<file path="src/rtl/maze_pkg.sv">
// Shared constants and types for the maze sprite collision path.
// Latency: n/a (package only).
// Backpressure: n/a (package only).
package maze_pkg;

  localparam int TILE_SHIFT    = 4;    // 16x16 pixel tiles
  localparam int MAP_COLS      = 40;
  localparam int MAP_ROWS      = 30;
  localparam int SCREEN_W      = 640;
  localparam int SCREEN_H      = 480;
  localparam int BOUNCE_FRAMES = 8;

  typedef enum logic [2:0] {
    IDLE,
    PROBE,
    WAIT,
    DECIDE,
    BOUNCE
  } collide_state_t;

  typedef enum logic [1:0] {
    DIR_L,
    DIR_R,
    DIR_U,
    DIR_D
  } dir_t;

  // Probe point idx (0,1,2) just beyond the leading edge for travel direction dir.
  // Returns {x, y}; all arithmetic wraps at 10 bits so x-1 / y-1 at 0 lands at 1023,
  // which the tile calculator then flags as off-screen.
  function automatic logic [19:0] probe_point(input dir_t       dir,
                                               input logic [1:0] idx,
                                               input logic [9:0] xp,
                                               input logic [9:0] yp,
                                               input logic [9:0] w,
                                               input logic [9:0] h);
    logic [9:0] off_w;
    logic [9:0] off_h;
    logic [9:0] px;
    logic [9:0] py;
    case (idx)
      2'd0: begin
        off_w = 10'd0;
        off_h = 10'd0;
      end
      2'd1: begin
        off_w = w >> 1;
        off_h = h >> 1;
      end
      default: begin
        off_w = w;
        off_h = h;
      end
    endcase
    case (dir)
      DIR_R: begin
        px = xp + w + 10'd1;
        py = yp + off_h;
      end
      DIR_L: begin
        px = xp - 10'd1;
        py = yp + off_h;
      end
      DIR_D: begin
        px = xp + off_w;
        py = yp + h + 10'd1;
      end
      default: begin
        px = xp + off_w;
        py = yp - 10'd1;
      end
    endcase
    return {px, py};
  endfunction

endpackage

</file>
<file path="src/rtl/tile_addr_calc.sv">
// Maps a pixel coordinate to its tile-map index and flags off-screen points.
// Latency: combinational.
// Backpressure: none.
// Ports: x, y (pixel coordinate in) -> map_addr (row*MAP_COLS+col), oob (off-screen).
module tile_addr_calc
  import maze_pkg::*;
(
  input  logic [9:0]  x,
  input  logic [9:0]  y,
  output logic [10:0] map_addr,
  output logic        oob
);

  // Off-screen coordinates still yield an address (mod 2048); callers use oob
  // to decide whether the map contents matter.
  always_comb begin
    map_addr = 11'(y[9:TILE_SHIFT]) * 11'(MAP_COLS) + 11'(x[9:TILE_SHIFT]);
    oob      = (x >= 10'(SCREEN_W)) || (y >= 10'(SCREEN_H));
  end

endmodule

</file>
<file path="src/rtl/maze_collider.sv">
// Per-frame wall-collision detector: probes 3 tile-map points ahead of the sprite and
// holds the opposite bounce request for BOUNCE_FRAMES frames on a hit.
// Latency: bounce bit registered 5 Clk after the internal frame_rise pulse; no backpressure.
// Ports: Clk/Reset; frame_clk, spr_on, inc controls; sprite pos/size/direction in;
//        map_addr/map_rdata to the tile ROM (1-cycle read); bnceL/R/U/D, busy, wall_hits out.
module maze_collider
  import maze_pkg::*;
(
  input  logic        Clk,
  input  logic        Reset,
  input  logic        frame_clk,
  input  logic        spr_on,
  input  logic        inc,
  input  logic [9:0]  sprite_xpos,
  input  logic [9:0]  sprite_ypos,
  input  logic [9:0]  sprite_W,
  input  logic [9:0]  sprite_H,
  input  logic        L,
  input  logic        R,
  input  logic        U,
  input  logic        D,
  output logic [10:0] map_addr,
  input  logic        map_rdata,
  output logic        bnceL,
  output logic        bnceR,
  output logic        bnceU,
  output logic        bnceD,
  output logic        busy,
  output logic [7:0]  wall_hits
);

  collide_state_t state;
  dir_t           dir_q;
  dir_t           dir_sel;
  logic [9:0]     xp_q, yp_q, w_q, h_q;
  logic [1:0]     idx_q;
  logic           addr_oob_q;   // oob flag of the address currently on map_addr
  logic           data_vld_q;   // map_rdata this cycle belongs to an on-screen probe
  logic           hit_q;
  logic [3:0]     bnce_cnt;
  logic [3:0]     bnce_q;       // {L, R, U, D}
  logic           frame_d;
  logic           frame_rise;
  logic           any_dir;

  // Next-probe source: raw inputs when launching from IDLE, latched values after.
  dir_t           src_dir;
  logic [1:0]     src_idx;
  logic [9:0]     src_x, src_y, src_w, src_h;
  logic [19:0]    probe_xy;
  logic [10:0]    nxt_addr;
  logic           nxt_oob;

  assign any_dir = L | R | U | D;

  always_comb begin
    dir_sel = DIR_D;
    if (L)      dir_sel = DIR_L;
    else if (R) dir_sel = DIR_R;
    else if (U) dir_sel = DIR_U;
  end

  always_comb begin
    src_dir = dir_q;
    src_idx = 2'(idx_q + 2'd1);
    src_x   = xp_q;
    src_y   = yp_q;
    src_w   = w_q;
    src_h   = h_q;
    if (state == IDLE) begin
      src_dir = dir_sel;
      src_idx = 2'd0;
      src_x   = sprite_xpos;
      src_y   = sprite_ypos;
      src_w   = sprite_W;
      src_h   = sprite_H;
    end
    probe_xy = probe_point(src_dir, src_idx, src_x, src_y, src_w, src_h);
  end

  tile_addr_calc u_tile_addr_calc (
    .x        (probe_xy[19:10]),
    .y        (probe_xy[9:0]),
    .map_addr (nxt_addr),
    .oob      (nxt_oob)
  );

  always_ff @(posedge Clk) begin
    if (Reset) begin
      state      <= IDLE;
      dir_q      <= DIR_L;
      xp_q       <= '0;
      yp_q       <= '0;
      w_q        <= '0;
      h_q        <= '0;
      idx_q      <= '0;
      addr_oob_q <= 1'b0;
      data_vld_q <= 1'b0;
      hit_q      <= 1'b0;
      bnce_cnt   <= '0;
      bnce_q     <= '0;
      map_addr   <= '0;
      wall_hits  <= '0;
      frame_d    <= 1'b0;
      frame_rise <= 1'b0;
    end else begin
      frame_d    <= frame_clk;
      frame_rise <= frame_clk & ~frame_d;

      if (!spr_on || inc) begin
        // Abort: drop any probe in flight and release the bounce; wall_hits survives.
        state      <= IDLE;
        bnce_q     <= '0;
        bnce_cnt   <= '0;
        data_vld_q <= 1'b0;
        hit_q      <= 1'b0;
      end else begin
        case (state)
          IDLE: begin
            if (frame_rise && any_dir) begin
              dir_q      <= dir_sel;
              xp_q       <= sprite_xpos;
              yp_q       <= sprite_ypos;
              w_q        <= sprite_W;
              h_q        <= sprite_H;
              idx_q      <= 2'd0;
              map_addr   <= nxt_addr;
              addr_oob_q <= nxt_oob;
              data_vld_q <= 1'b0;
              hit_q      <= 1'b0;
              state      <= PROBE;
            end
          end
          PROBE: begin
            // An off-screen address is a hit on its own; its ROM data is never used.
            hit_q      <= hit_q | addr_oob_q | (data_vld_q & map_rdata);
            data_vld_q <= ~addr_oob_q;
            if (idx_q == 2'd2) begin
              state <= WAIT;
            end else begin
              idx_q      <= 2'(idx_q + 2'd1);
              map_addr   <= nxt_addr;
              addr_oob_q <= nxt_oob;
            end
          end
          WAIT: begin
            hit_q      <= hit_q | (data_vld_q & map_rdata);
            data_vld_q <= 1'b0;
            state      <= DECIDE;
          end
          DECIDE: begin
            if (hit_q) begin
              state    <= BOUNCE;
              bnce_cnt <= 4'(BOUNCE_FRAMES);
              case (dir_q)
                DIR_L:   bnce_q <= 4'b0100;
                DIR_R:   bnce_q <= 4'b1000;
                DIR_U:   bnce_q <= 4'b0001;
                default: bnce_q <= 4'b0010;
              endcase
              if (wall_hits != 8'hFF) wall_hits <= wall_hits + 8'd1;
            end else begin
              state <= IDLE;
            end
          end
          BOUNCE: begin
            if (frame_rise) begin
              if (bnce_cnt <= 4'd1) begin
                bnce_cnt <= '0;
                bnce_q   <= '0;
                state    <= IDLE;
              end else begin
                bnce_cnt <= bnce_cnt - 4'd1;
              end
            end
          end
          default: state <= IDLE;
        endcase
      end
    end
  end

  assign {bnceL, bnceR, bnceU, bnceD} = bnce_q;
  assign busy = (state != IDLE);

endmodule

</file>
<file path="config.mk">
export PLATFORM = sky130hd
export DESIGN_NAME = maze_collider
export DESIGN_NICKNAME = d
export VERILOG_FILES = /design/src/rtl/maze_pkg.sv /design/src/rtl/tile_addr_calc.sv /design/src/rtl/maze_collider.sv
export SDC_FILE = /design/constraint.sdc
export NUM_CORES = 1
export LEC_CHECK = 0
export BUFFER_PORTS_ARGS = -buffer_cell sky130_fd_sc_hd__buf_2
export CAP_MARGIN = 10
export CORE_MARGIN = 4
export CORE_UTILIZATION = 45
export CTS_CLUSTER_DIAMETER = 50
export CTS_CLUSTER_SIZE = 14
export DETAILED_ROUTE_END_ITERATION = 10
export HOLD_SLACK_MARGIN = 0.02
export PLACE_DENSITY_LB_ADDON = 0.15
export SLEW_MARGIN = 20
export SYNTH_ARGS = -nofsm -noshare
export SYNTH_HDL_FRONTEND = slang
export SYNTH_SLANG_ARGS = --single-unit
</file>
<file path="constraint.sdc">
create_clock -name Clk -period 7.6 [get_ports Clk]
set_clock_uncertainty 0.1 [all_clocks]
set_input_delay 0.76 -clock Clk [delete_from_list [all_inputs] [get_ports Clk]]
set_output_delay 0.76 -clock Clk [all_outputs]
set_load 0.05 [all_outputs]
</file>
## Word-level counts from Yosys, hierarchy flattened

Index checks and enable logic that the tools add are counted.

- Add/sub/neg operators: 12
- Multipliers: 1
- Magnitude comparators: 3
- Equal/unequal tests: 17
- Multiplexer cells: 40
- Bitwise logic cells: 11
- Reductions and logical operators: 21

Operator list:

| kind | count |
|---|---|
| 10-bit case mux with 2 select lines | 4 |
| 10-bit adder | 4 |
| 10-bit two-way mux | 4 |
| 4-bit two-way mux | 6 |
| 11-bit two-way mux | 2 |
| 11-bit case mux with 2 select lines | 1 |
| 10-bit by 1-bit adder with 10-bit output, second input constant | 2 |
| 10-bit by 1-bit subtractor with 10-bit output, second input constant | 2 |
| 4-bit case mux with 2 select lines | 2 |
| 4-bit AND reduction | 4 |
| 3-bit two-way mux | 5 |
| 3-bit case mux with 5 select lines | 1 |
| 2-bit two-way mux | 6 |
| 4-bit case mux with 3 select lines | 1 |
| 11-bit by 6-bit adder with 11-bit output | 1 |
| 10-bit greater-or-equal comparator, second input constant | 1 |
| 10-bit by 9-bit greater-or-equal comparator with 1-bit output, second input constant | 1 |
| 2-bit != test, second input constant | 5 |
| 8-bit by 1-bit adder with 8-bit output, second input constant | 1 |
| 6-bit by 3-bit multiplier with 8-bit output, second input constant | 1 |
| 8-bit != test, second input constant | 1 |
| 2-bit by 1-bit == test with 1-bit output, second input constant | 3 |
| 2-bit == test, second input constant | 3 |
| 3-bit by 2-bit == test with 1-bit output, second input constant | 2 |
| 23 further kinds | 42 |

- Flip-flop bits (word level): 79
- Bits of input ports: 50
- Output and inout port bits: 24
- Word-level logic and storage cells: 121

## Logic depth before layout (Yosys ltp)

- Word-level depth: 11
- Depth in mapped cells: 26
- Mapped depth without buffers: 24

## Modules after synthesis

From an unflattened synthesis, not the netlist that was laid out.

- Cell total of the unflattened synthesis: 845
- Area total of the unflattened synthesis: 6348.6 sq um

Modules (own cells, without submodules):

| module | instances | cells an instance | area an instance (sq um) | sequential area each (sq um) |
|---|---|---|---|---|
| maze_collider | 1 | 794 | 5918.2 | 1581.5 |
| tile_addr_calc | 1 | 51 | 430.4 | 0.0 |

## Worst setup path after synthesis

OpenSTA, ideal clock, no wires.

- Path kind: register -> register
- Start: register state[2]
- End: register map_addr[8]
- Setup time: 124 ps
- Data arrival time: 4858 ps
- Required time: 7376 ps
- Path slack: 2519 ps
- Cell stages (with the launch flop): 24
- Path buffers: 3
- Period minus slack after synthesis: 5081 ps
- Cell sequence: dfxtp_1 -> clkbuf_1 -> nor3_2 -> clkbuf_1 -> nor2_1 -> clkbuf_1 -> a22oi_1 -> ha_1 -> nand3_1 -> nor2b_1 -> xor2_1 -> nand2_1 -> ha_1 -> a21oi_1 -> nand2_1 -> and3_1 -> a221oi_1 -> o21ai_0 -> a31oi_2 -> ha_1 -> a221oi_1 -> and3b_4 -> mux2i_1 -> nand3_1

- Word-level cells in the longest chain between the ends: 10
- Elaborated cells between the ends (all ways): 35
- Those cells by class: 9 x add/sub; 1 x mul; 6 x eq/ne; 13 x mux; 6 x reduce/logical

Ends and longest elaborated chain:

| element | line | RTL |
|---|---|---|
| start, declared | maze_collider.sv:32 | `collide_state_t state;` |
| start signal, assigned | maze_collider.sv:90 | `state <= IDLE;` |
| start signal, assigned | maze_collider.sv:112 | `state <= IDLE;` |
| start signal, assigned | maze_collider.sv:131 | `state <= PROBE;` |
| branches (longest 10 deep; another with 11-bit by 6-bit adder with 11-bit output) | - |  |
| end signal, assigned | maze_collider.sv:127 | `map_addr <= nxt_addr;` |
| end signal, assigned | maze_collider.sv:142 | `map_addr <= nxt_addr;` |
| end, declared | maze_collider.sv:22 | `output logic [10:0] map_addr,` |

Several ways; the timed one is not identified. The select of a mux whose other input is x is not followed.
A chain may end at the register's enable or synchronous reset.

## Final worst setup path

- Start: register idx_q[0]
- End: register map_addr[8]

- Word-level cells in the longest chain between the ends: 10
- Elaborated cells between the ends (all ways): 18
- Those cells by class: 4 x add/sub; 1 x mul; 3 x eq/ne; 8 x mux; 2 x reduce/logical

Ends and longest elaborated chain:

| element | line | RTL |
|---|---|---|
| start, declared | maze_collider.sv:36 | `logic [1:0] idx_q;` |
| start signal, assigned | maze_collider.sv:141 | `idx_q <= 2'(idx_q + 2'd1);` |
| 2-bit by 1-bit adder with 2-bit output | maze_collider.sv:65 | `src_idx = 2'(idx_q + 2'd1);` |
| 2-bit two-way mux | maze_collider.sv:70 | `if (state == IDLE) begin` |
| 2-bit by 1-bit == test with 1-bit output or 2-bit logical NOT (tied branches) | maze_pkg.sv:41 | `case (idx)` |
| 10-bit case mux with 2 select lines | maze_pkg.sv:41 |  |
| 10-bit adder | maze_pkg.sv:58, maze_pkg.sv:62 |  |
| 10-bit case mux with 2 select lines | maze_pkg.sv:55 | `case (dir)` |
| 6-bit by 3-bit multiplier with 8-bit output | tile_addr_calc.sv:17 | `map_addr = 11'(y[9:TILE_SHIFT]) * 11'(MAP_COLS) + 11'(x[9:TILE_SHIFT]);` |
| 11-bit by 6-bit adder with 11-bit output | tile_addr_calc.sv:17 |  |
| 11-bit two-way mux, on equally long branches | maze_collider.sv:138, maze_collider.sv:120 |  |
| 11-bit case mux with 2 select lines | maze_collider.sv:118 | `case (state)` |

Parallel ways exist; a longest one is shown, timed or not. The select of a mux whose other input is x is not followed.

==> impl_metrics.tcl <==
set metrics [dict create \
    ys_warn_count 0 \
    maxSlewViolCount 0 \
    hold_depth 1 \
    grt_max_degree 74 \
    clock_sinks 79 \
    powerDensity_nw_per_um2 179 \
    required_ps 7730 \
    avgRoutedWirePerCell_um 14.7 \
    status "finished clean" \
    cts_resized 0 \
    antenna_cells 0 \
    drtAntennaViolNets 0 \
    tritoncts "yes" \
    yosysTopAreaCellShare_pct 26.2 \
    syn_inst 837 \
    n_fill_cell 1375 \
    overflow 0 \
    r2r_start "idx_q[0]$_SDFFE_PP0P_" \
    postCtsHoldBufs 0 \
    hp-start "frame_d$_SDFF_PP0_" \
    yosysTopAreaCell "dfxtp_1" \
    hp-class "reg -> reg" \
    cp.arrival_ps 6020 \
    async_flop_share_pct 0 \
    drv_cap 0 \
    syn-num-nets 944 \
    clock_latency_ps 340 \
    leakage_nw 2.94 \
    period_share_pct 77.4 \
    critPathTopFamily "adder cells" \
    path_cells "inv_1, ha_1, nand2_1, nor2_1, a22oi_1, ha_1, xor2_1, nand2_1, ha_1, nor2b_1, o21ai_0, a21oi_1, o41ai_1, xor2_1, o21ai_0, ha_1, and3_1, a221oi_1, and3b_4, mux2i_1, nand3_1" \
    cp_common_cell "ha_1" \
    path_class "reg -> reg" \
    dieArea_um2 15400 \
    fmax_mhz 170 \
    slew_headroom_pct 29.5 \
    synth_edf_count 0 \
    start_util_pct 45.8 \
    place.detailed.hpwl_mm 11.7 \
    crit_path_max_incr_delay_ps 700 \
    fin_area_um2 6800 \
    rows 42 \
    ir_drop_mv 0.107 \
    vias 5690 \
    min_period_ps 5890 \
    ios 74 \
    drt_iter0_drc 387 \
    slowest_stage "ha_1" \
    ff2ff_path_depth 21 \
    tightest_slew_ps 1050 \
    antenna_found_initial 0 \
    area_growth_pct 12.5 \
    place_inst 1052 \
    cts_setup_buffers 0 \
    detail_route.vias_per_cell 5.33 \
    port-buffer-count 73 \
    rsz0062_at_grt "no" \
    fin_nets 994 \
    drc 0 \
    dr.pass1.iters 5 \
    grt_pass1_wl_mm 25.7 \
    ys_ff_latch 79 \
    final_cells 1068 \
    cts-buffers-inserted 9 \
    grt_pass1_vias 5279 \
    drive_gt1_share_pct 12.1 \
    hold_violations 0 \
    cp-start-kind "register" \
    setup_viol 0 \
    drt-total-wl_mm 15.6 \
    clkTransAtPathRegs_ps 60 \
    cp_max_fo 21 \
    fin_tns_setup_ps 0 \
    end_kind "register" \
    yosys_most_used_dff "dfxtp_1" \
    r2r_end "map_addr[8]$_SDFFE_PP0P_" \
    seq_area_frac_synth_pct 26.2 \
    place_congestion 0.917 \
    clockRootBuffer "clkbuf_16" \
    ff2ff_setup_slack_ps 1710 \
    htree_levels 3 \
    grt_use_total_pct 20.9 \
    clockBufferDepth 2 \
    seq_area_um2 1580 \
    place_area_um2 6530 \
    cp_num_buf_inv 1 \
    die_w_um 124 \
    hold_end "frame_rise$_SDFF_PP0_" \
    die_h_um 124 \
    synth_area_leaders "dfxtp_1 (26%), nand2_1 (14%), ha_1 (11%)" \
    coreArea_um2 13200 \
    multi_input_area_um2 4240 \
    synth_area_um2 6040 \
    cp_num_cells 21 \
    avgSynthCellArea_um2 7.22 \
    ys_types 60 \
]
cell usage after synthesis (5+ instances only):
cell type / n
clkbuf_1: 31
a211oi_1: 5
nand2b_1: 8
o211ai_1: 6
inv_1: 19
a31oi_1: 8
a311oi_1: 5
o21a_1: 7
buf_1: 7
nand2_1: 231
nor3_1: 21
a22oi_1: 11
mux2i_1: 14
nor2_1: 59
o21ai_0: 26
fa_1: 6
xnor2_1: 21
nor2b_1: 17
xor2_1: 25
nand3_1: 11
nand4_1: 6
ha_1: 51
or3_1: 7
nand3b_1: 6
a21o_1: 7
dfxtp_1: 79
a21oi_1: 82
per-layer routing:
| metal | track usage (%) | wire, µm | share of wire [%] | vias to the layer above |
|---|---|---|---|---|
| met5 | 0 | 0 | 0 | - |
| met3 | 3.18 | 677 | 4.3 | 14 |
| met1 | 29.0 | 7800 | 50 | 2570 |
| li1 | - | - | - | 2994 |
| met4 | 6.57 | 239 | 1.5 | 0 |
| met2 | 33.6 | 6930 | 44 | 112 |
stage by stage:
stage	utilization (%)	hold slack, ps	setup WS, ps	power [mW]
global route	51.5	318	1090	1.29
finish	51.5	284	1710	1.22
floorplan	-	267	2520	0.737
detailed placement	49.5	280	1760	0.828
global placement	49.5	275	1870	0.824
CTS	51.5	288	1730	1.23
placed cells by master (no fill, tap or decap), types with 7 or more instances in the layout:
master / instances
dfxtp_1: 79
a21oi_1: 82
buf_2: 73
a22oi_1: 11
xnor2_1: 21
nand2b_1: 8
mux2i_1: 14
a31oi_1: 8
inv_1: 19
ha_1: 51
o21ai_0: 26
a21o_1: 7
nand3_1: 11
nor3_1: 20
nor2b_1: 17
nor2_1: 59
o21a_1: 7
clkbuf_16: 9
nand2_1: 231
xor2_1: 25
or3_1: 7
layout make-up:
type / instances / share of cell area [%]
multi-input combinational: 698 / 62.4
clock buffer: 11 / 3.42
inverter: 20 / 1.10
timing repair buffer: 79 / 6.04
tap: 176 / 3.24
sequential: 79 / 23.3
clock inverter: 5 / 0.515
report_power, final:
part / switching, mW / internal [mW] / leakage (nW)
registers: 0.00690 / 0.422 / 0.638
clock network: 0.179 / 0.221 / 0.118
logic: 0.225 / 0.166 / 2.18
kinds of logic after synthesis:
logic type	count (synthesis)	share of synthesized area (%)
flip-flops	79	26.2
AND/OR/NAND/NOR	395	29.2
AO/OA/AOI/OAI	183	18.5
multiplexers	16	2.69
XOR/XNOR	47	7.04
buffers and inverters	60	3.87
adder cells (fa/ha/maj)	57	12.5
worst max-delay path by stage:
stage / slack, ps / from / endpoint
global route: 1090 / idx_q[0]$_SDFFE_PP0P_ / map_addr[8]$_SDFFE_PP0P_
CTS: 1730 / idx_q[0]$_SDFFE_PP0P_ / map_addr[8]$_SDFFE_PP0P_
detailed placement: 1760 / idx_q[0]$_SDFFE_PP0P_ / map_addr[8]$_SDFFE_PP0P_
floorplan: 2520 / state[2]$_SDFFE_PP0P_ / map_addr[8]$_SDFFE_PP0P_
finish: 1710 / idx_q[0]$_SDFFE_PP0P_ / map_addr[8]$_SDFFE_PP0P_
global placement: 1870 / idx_q[0]$_SDFFE_PP0P_ / map_addr[8]$_SDFFE_PP0P_
state kept, by name, summed over array words and instances (netlist names), 2 cells and up:
signal / flops
bnce_q: 4
wall_hits: 8
idx_q: 2
dir_q: 2
bnce_cnt: 4
h_q: 10
state: 3
xp_q: 10
yp_q: 10
w_q: 10
map_addr: 11
Note: power is estimated with default switching activity, not from simulation.
